### config.mk
export PLATFORM = sky130hd
export DESIGN_NAME = byte_gather_ctrl
export DESIGN_NICKNAME = d
export VERILOG_FILES = /design/src/rtl/byte_gather_ctrl.sv
export SDC_FILE = /design/constraint.sdc
export NUM_CORES = 1
export LEC_CHECK = 0
export CORE_MARGIN = 2
export CORE_UTILIZATION = 47
export CTS_CLUSTER_DIAMETER = 30
export DETAILED_ROUTE_END_ITERATION = 7
export PLACE_DENSITY = 0.77
export SLEW_MARGIN = 40
export SYNTH_ARGS = -nofsm -noshare
export SYNTH_HDL_FRONTEND = slang
export SYNTH_SLANG_ARGS = --single-unit
export TNS_END_PERCENT = 30
### constraint.sdc
create_clock -name clock -period 1.55 [get_ports clock]
set_clock_uncertainty 0.1 [all_clocks]
set_input_delay 0.31 -clock clock [delete_from_list [all_inputs] [get_ports clock]]
set_output_delay 0.31 -clock clock [all_outputs]
set_load 0.02 [all_outputs]
### src/rtl/byte_gather_ctrl.sv
// rtl/byte_gather_ctrl.sv - sequences a registered 4-to-1 byte mux and packs four lanes into one word
module byte_gather_ctrl #(
    parameter int ORDER       = 0,
    parameter int CHECK_UPPER = 1
) (
    input  logic        clock,
    input  logic        reset,
    input  logic        start,
    output logic [1:0]  select,
    input  logic [31:0] mux_o,
    output logic [31:0] word,
    output logic        word_err,
    output logic        word_valid,
    input  logic        word_ready,
    output logic        busy
);

    localparam logic [1:0] ST_IDLE = 2'd0;
    localparam logic [1:0] ST_RUN  = 2'd1;
    localparam logic [1:0] ST_HOLD = 2'd2;

    logic [1:0]  state_q, state_d;
    logic [2:0]  issue_cnt_q, issue_cnt_d;
    logic [1:0]  sel_q, sel_d;
    logic        tag1_vld_q, tag1_vld_d;
    logic [1:0]  tag1_idx_q, tag1_idx_d;
    logic        tag2_vld_q;
    logic [1:0]  tag2_idx_q;
    logic [31:0] gather_q, gather_d;
    logic        err_acc_q, err_acc_d;
    logic [31:0] word_q, word_d;
    logic        word_err_q, word_err_d;
    logic        word_valid_q, word_valid_d;

    logic [4:0]  lane_shift;
    logic [31:0] lane_mask;
    logic [31:0] lane_data;
    logic        upper_bad;
    logic        gather_done;

    // Byte position of the lane currently aligned with mux_o.
    always_comb begin
        lane_shift = 5'd0;
        if (ORDER == 0) begin
            lane_shift = {tag2_idx_q, 3'b000};
        end else begin
            lane_shift = 5'd24 - {tag2_idx_q, 3'b000};
        end
        lane_mask = 32'h0000_00FF << lane_shift;
        lane_data = {24'h00_0000, mux_o[7:0]} << lane_shift;
        upper_bad = (CHECK_UPPER != 0) && (mux_o[31:8] != 24'h00_0000);
    end

    assign gather_done = (state_q == ST_RUN) && tag2_vld_q && (tag2_idx_q == 2'd3);

    always_comb begin
        state_d      = state_q;
        issue_cnt_d  = issue_cnt_q;
        sel_d        = 2'd0;
        tag1_vld_d   = 1'b0;
        tag1_idx_d   = 2'd0;
        gather_d     = gather_q;
        err_acc_d    = err_acc_q;
        word_d       = word_q;
        word_err_d   = word_err_q;
        word_valid_d = word_valid_q;

        if (tag2_vld_q) begin
            gather_d  = (gather_q & ~lane_mask) | lane_data;
            err_acc_d = err_acc_q | upper_bad;
        end

        case (state_q)
            ST_IDLE: begin
                if (start) begin
                    state_d     = ST_RUN;
                    sel_d       = 2'd0;
                    tag1_vld_d  = 1'b1;
                    tag1_idx_d  = 2'd0;
                    issue_cnt_d = 3'd1;
                    gather_d    = 32'h0000_0000;
                    err_acc_d   = 1'b0;
                end
            end
            ST_RUN: begin
                if (issue_cnt_q < 3'd4) begin
                    sel_d       = issue_cnt_q[1:0];
                    tag1_vld_d  = 1'b1;
                    tag1_idx_d  = issue_cnt_q[1:0];
                    issue_cnt_d = issue_cnt_q + 3'd1;
                end
                // Final lane merges into the presented word on the same edge it is captured.
                if (gather_done) begin
                    state_d      = ST_HOLD;
                    issue_cnt_d  = 3'd0;
                    word_d       = gather_d;
                    word_err_d   = err_acc_d;
                    word_valid_d = 1'b1;
                end
            end
            ST_HOLD: begin
                if (word_ready) begin
                    state_d      = ST_IDLE;
                    word_valid_d = 1'b0;
                end
            end
            default: begin
                state_d = ST_IDLE;
            end
        endcase
    end

    always_ff @(posedge clock) begin
        if (reset) begin
            state_q      <= ST_IDLE;
            issue_cnt_q  <= 3'd0;
            sel_q        <= 2'd0;
            tag1_vld_q   <= 1'b0;
            tag1_idx_q   <= 2'd0;
            tag2_vld_q   <= 1'b0;
            tag2_idx_q   <= 2'd0;
            gather_q     <= 32'h0000_0000;
            err_acc_q    <= 1'b0;
            word_q       <= 32'h0000_0000;
            word_err_q   <= 1'b0;
            word_valid_q <= 1'b0;
        end else begin
            state_q      <= state_d;
            issue_cnt_q  <= issue_cnt_d;
            sel_q        <= sel_d;
            tag1_vld_q   <= tag1_vld_d;
            tag1_idx_q   <= tag1_idx_d;
            tag2_vld_q   <= tag1_vld_q;
            tag2_idx_q   <= tag1_idx_q;
            gather_q     <= gather_d;
            err_acc_q    <= err_acc_d;
            word_q       <= word_d;
            word_err_q   <= word_err_d;
            word_valid_q <= word_valid_d;
        end
    end

    assign select     = sel_q;
    assign word       = word_q;
    assign word_err   = word_err_q;
    assign word_valid = word_valid_q;
    assign busy       = (state_q != ST_IDLE);

endmodule

==> results.cfg, run 1 <==
[yosys]
ys_top_cells_by_area = dfxtp_1 50%, mux2i_1 8.6%, a211oi_2 8.5%
synth_area_mm2 = 0.00280
syn_nets = 307
avgSynthCellArea_um2 = 10.4
seq_area_frac_synth_pct = 50.1
yosys_warnings = 0
synth_top_area_share_pct = 50.1
synth_edf_count = 0
ys_types = 33
async_flop_share_pct = 0
ys_ff_latch = 70
synth_area_leader_cell = dfxtp_1
synthCells = 270
synthFlopType = dfxtp_1

[power_and_ir_drop]
pwr-share-seq_pct = 49.1
leakage_nw = 1.61
power_density_mw_per_mm2 = 981
clkPwrFrac_pct = 42.9
peakVddDrop_v = 0.000712
power_frac_comb_pct = 8.0
p_switching_w = 0.000814
p_sw_share_pct = 21.9
internal_power_w = 0.00291

[setup_path]
r2r_slack_ns = 0.04
critical_path_arrival_ns = 1.62
r2r_cells = 4
cp-start-kind = register
cp_data_required_time_ns = 1.66
critPathKind = reg -> reg
slowest_delay_ns = 0.38
cp_slowest_cell = dfxtp_1
crit_path_cell_trace = nor3b_2, buf_4, mux2i_1, a211oi_2
end_kind = register
worstPathMaxFanout = 8

[floorplanning]
die_w_um = 81.1
die_area_mm2 = 0.00658
initial_utilization_pct = 47.8
core_mm2 = 0.00585
ios = 73
rows = 28
fp.dieH_um = 81.1

[placement]
gp_congestion = 0.760
dp.cells = 409
portBuffers = 72
dp_hpwl_um = 4530

[cts]
root_buffer = clkbuf_8
cts_buffers = 9
cts_resized = 38
post_cts_buffers = 0
clkTransAtPathRegs_ns = 0.07
max-clock-path-buffers = 2
clk_latency_ns = 0.33
cts_tree = done
cts_num_sinks = 70
cts_hold_buffers = 0
h-tree-depth = 3

[outcome]
status = completed

[final_layout]
final_cell_mix = 70 x dfxtp_1, 36 x dlygate4sd2_1, 34 x a21oi_1, 34 x clkdlybuf4s50_1, 31 x nor2_1
nets = 382
final_util_pct = 64.9
multi_input_area_mm2 = 0.00121
syn2layout_area_growth_pct = 35.8
diodes = 0
fin_cells = 425
mostFrequentLayoutCell = dfxtp_1
fillers = 480
drive_gt1_share_pct = 17.4
regArea_mm2 = 0.00140

[sta]
setup_violations = 0
hold_viol_final = 0
layout_min_cycle_time_ns = 1.51
relSlewSlack_pct = 76.1
slew_viol_final = 0
whs_ns = 0.323
worst_slew_pin_slew_ns = 0.348
fmax_mhz = 664
fin_crit_sh_pct = 97.1

[global_route]
gr-total-overflow = 0
grt_pass1_vias = 2260
antenna_found_initial = 0
grt_usage_pct = 21.7
grt_max_degree = 43
grt_first_pass_wirelength_um = 10700

[route]
drt_pre_antenna_iters = 4
drcViolationCount = 0
drt_iter0_markers = 128
num_vias = 2257
drt-total-wl_um = 6580
wire_per_inst_um = 15.5
ant_nets = 0
viasPerCell = 5.31

[hold_path]
hold_path_class = in -> reg
hold-path-cell-count = 3

[run]
max_cap_violations = 0
-- cell usage after synthesis (2+ instances only) --
cell type and instances:
dfxtp_1 70, a21oi_1 34, nor2_1 31, mux2i_1 24, a211oi_2 19, o21ai_0 9
nand3_1 8, a211oi_1 7, buf_2 7, buf_4 7, buf_6 6, clkbuf_1 6
nor4_1 5, and3_1 4, inv_1 4, nand2b_1 4, nor2b_1 4, nor3_1 3
a21o_1 2, nand2_1 2, nand3b_1 2
-- power by group through the flow --
stage                     Combinational (W)  Clock, W  Sequential, W
final                              0.000298   0.00160        0.00183
after global routing               0.000323   0.00169        0.00183
after CTS                          0.000298   0.00161        0.00183
after detailed placement           0.000299         0        0.00187
after global placement             0.000292         0        0.00187
after floorplan                    0.000148         0        0.00187
-- routing by layer --
metal / GRT usage, % / vias to the layer above / routed length, µm
li1: - / 1113 / -
met1: 27.2 / 1071 / 2970
met2: 36.5 / 61 / 3170
met3: 4.00 / 12 / 313
met4: 9.15 / 0 / 121
met5: 0 / - / 0
-- logic make-up after synthesis --
family          Yosys count  synth area share (%)
mux                      24                  8.59
compound gates           78                  21.7
flops                    70                  50.1
simple gates             67                  12.3
buf+inv                  30                  6.89
fa+ha+maj                 1                 0.447
-- stage by stage --
| stage | instance area [µm²] | setup slack, ns | power [W] | TNS, ns |
|---|---|---|---|---|
| global route | 3800 | -0.00449 | 0.00384 | -0.00449 |
| global placement | 3630 | -0.0758 | 0.00216 | -1.22 |
| detailed placement | 3630 | -0.0969 | 0.00217 | -1.79 |
| floorplan | 2800 | 0.211 | 0.00202 | 0 |
| CTS | 3800 | 0.000302 | 0.00374 | 0 |
| finish | 3800 | 0.0446 | 0.00373 | 0 |
-- worst max-delay path, delay by kind of cell (launching register included) --
| family | cells | cell delay (ns) |
|---|---|---|
| flip-flops | 1 | 0.38 |
| AND/OR/NAND/NOR | 1 | 0.18 |
| buffers and inverters | 1 | 0.21 |
| AO/OA/AOI/OAI | 1 | 0.13 |
| multiplexers | 1 | 0.37 |
-- path summary, 6_finish.rpt --
check | startpoint | end
worst max-delay path | tag2_vld_q | word[5]
worst min register to register | tag1_vld_q | tag2_vld_q
worst min-delay path | reset | word_valid
worst max register to register | tag2_vld_q | word[5]
-- final cells by class --
| type | count | share of cell area, % |
|---|---|---|
| clock buffers | 12 | 3.82 |
| clock inverters | 4 | 1.84 |
| inverters | 4 | 0.395 |
| multi-input cells | 170 | 31.8 |
| flip-flops and latches | 70 | 36.9 |
| well taps | 75 | 2.47 |
| repair buffers | 90 | 22.8 |
-- flip-flops by register name, indices dropped and copies added, names as in the netlist --
signal / flops
tag2_vld_q: 1
word: 32
gather_q: 24
tag2_idx_q: 2
issue_cnt_q: 3
state_q: 2
word_valid: 1
err_acc_q: 1
tag1_vld_q: 1
tag1_idx_q: 2
word_err: 1
Note: power is estimated with default switching activity, not from simulation.
==> run 2, diff against run 1 <==
Settings changed: CAP_MARGIN set to 40.
==> results of run 2 <==
No change in the layout: final DEF, timing and power equal those of run 1.
==> run 3, diff against run 2 <==
Settings changed: CELL_PAD_IN_SITES_DETAIL_PLACEMENT set to 1, CELL_PAD_IN_SITES_GLOBAL_PLACEMENT set to 1, CORE_UTILIZATION 47 to 36.
==> run 3 against run 2 <==
- core utilization down 14 points
- sequential cell count stayed put
- sequential share of layout area shrank 0.51 points
- highest routed layer unchanged
- global-route usage down 3.0 points
- first-iteration DRC count is 21% lower
- fmax is 3.1% higher
- clock-buffer cell count is the same
- non-clock buffer count increased by 1
- power fell by 2.7%
- combinational power grew 6%
- via count rose by 1.9%
==> results.cfg, run 3 (same netlist as run 1, synthesis figures left out) <==
[outcome]
status = completed

[floorplanning]
die_w_um = 92.1
die_area_mm2 = 0.00849
ios = 73
core_mm2 = 0.00761
fp.dieH_um = 92.1
rows = 32
initial_utilization_pct = 36.8

[setup_path]
cp-start-kind = register
crit_end = word[2]
cp_num_cells = 1
reg2reg_from = tag2_vld_q
end_kind = primary output
crit_path_cell_trace = dlygate4sd2_1
worstPathMaxFanout = 2
critPathKind = reg -> out
cp_slowest_cell = dfxtp_1
critical-path-top-delay-family = flip-flops
r2r_end = word[5]
slowest_delay_ns = 0.36
cp_data_required_time_ns = 1.14
r2r_slack_ns = 0.10
critical_path_arrival_ns = 1.05
r2r_cells = 4
cp-startpoint = word[2]
path_buf_inv = 1

[route]
viasPerCell = 5.08
wire_per_inst_um = 16.6
drt-total-wl_um = 7530
ant_nets = 0
drcViolationCount = 0
drt_pre_antenna_iters = 6
drt_iter0_markers = 101
num_vias = 2301

[cts]
clk_latency_ns = 0.34
cts_num_sinks = 70
post_cts_buffers = 0
h-tree-depth = 3
cts_buffers = 9
max-clock-path-buffers = 2
root_buffer = clkbuf_8
cts_hold_buffers = 0
clkTransAtPathRegs_ns = 0.07
cts_tree = done
cts_resized = 39

[sta]
layout_min_cycle_time_ns = 1.46
setup_violations = 0
rsz0062_at_grt = no
fmax_mhz = 685
hold_viol_final = 0
whs_ns = 0.355
slew_viol_final = 0
relSlewSlack_pct = 77.1
worst_slew_pin_slew_ns = 0.340
fin_crit_sh_pct = 94.2
fin_tns_setup_ns = 0

[global_route]
grt_max_degree = 31
grt_usage_pct = 18.7
antenna_found_initial = 0
grt_first_pass_wirelength_um = 12300
grt_pass1_vias = 2458
gr-total-overflow = 0

[final_layout]
postLayoutCellArea_mm2 = 0.00386
diodes = 0
fin_cells = 453
largest_reg_flops = 32
final_cell_mix = 68 x dfxtp_1, 36 x dlygate4sd2_1, 34 x a21oi_1, 34 x clkdlybuf4s50_1, 30 x nor2_1
multi_input_area_mm2 = 0.00122
mostFrequentLayoutCell = dfxtp_1
nets = 383
fillers = 855
regArea_mm2 = 0.00140
drive_gt1_share_pct = 18.8
syn2layout_area_growth_pct = 38.0

[placement]
portBuffers = 72
gp_congestion = 0.741
dp.cells = 437
dpl_cell_area_mm2 = 0.00369
dp_hpwl_um = 5280

[hold_path]
hold_start = tag1_vld_q
hold_path_class = reg -> reg

[power_and_ir_drop]
peakVddDrop_v = 0.000512
leakage_nw = 1.62
total_power_w = 0.00363
power_density_mw_per_mm2 = 940

[run]
max_cap_violations = 0
run 3: layout make-up:
type	count	share of cell area, %
well taps	102	3.31
flip-flops and latches	70	36.4
multi-input cells	170	31.5
inverters	4	0.389
clock buffers	12	4.02
clock inverters	4	1.17
repair buffers	91	23.2
run 3: metal layers:
metal | up-vias | wire length [µm] | global-route usage, %
met3 | 9 | 285 | 3.86
met2 | 52 | 3720 | 31.9
met4 | 0 | 108 | 7.21
li1 | 1113 | - | -
met1 | 1127 | 3420 | 23.1
met5 | - | 0 | 0
run 3: how the worst min path moves through the flow:
stage | cells past startpoint | to
4_1_cts | 3 | issue_cnt_q[0]
6_report | 1 | tag2_vld_q
5_1_grt | 3 | word[23]
3_3_place_gp | 1 | tag2_vld_q
3_5_place_dp | 1 | tag2_vld_q
2_1_floorplan | 1 | tag2_vld_q
run 3: power breakdown:
part | switching (W) | leakage [nW] | internal [W]
clock | 0.000658 | 0.106 | 0.000824
combinational | 0.000157 | 0.947 | 0.000158
sequential | 0.0000123 | 0.566 | 0.00182
run 3: through the flow:
| stage | util (%) | worst slack, ns |
|---|---|---|
| final | 50.7 | 0.0902 |
| after global routing | 50.7 | 0.0117 |
| after CTS | 50.6 | 0.0202 |
| after detailed placement | 48.6 | -0.159 |
| after global placement | 48.6 | -0.0907 |
| after floorplan | - | 0.211 |
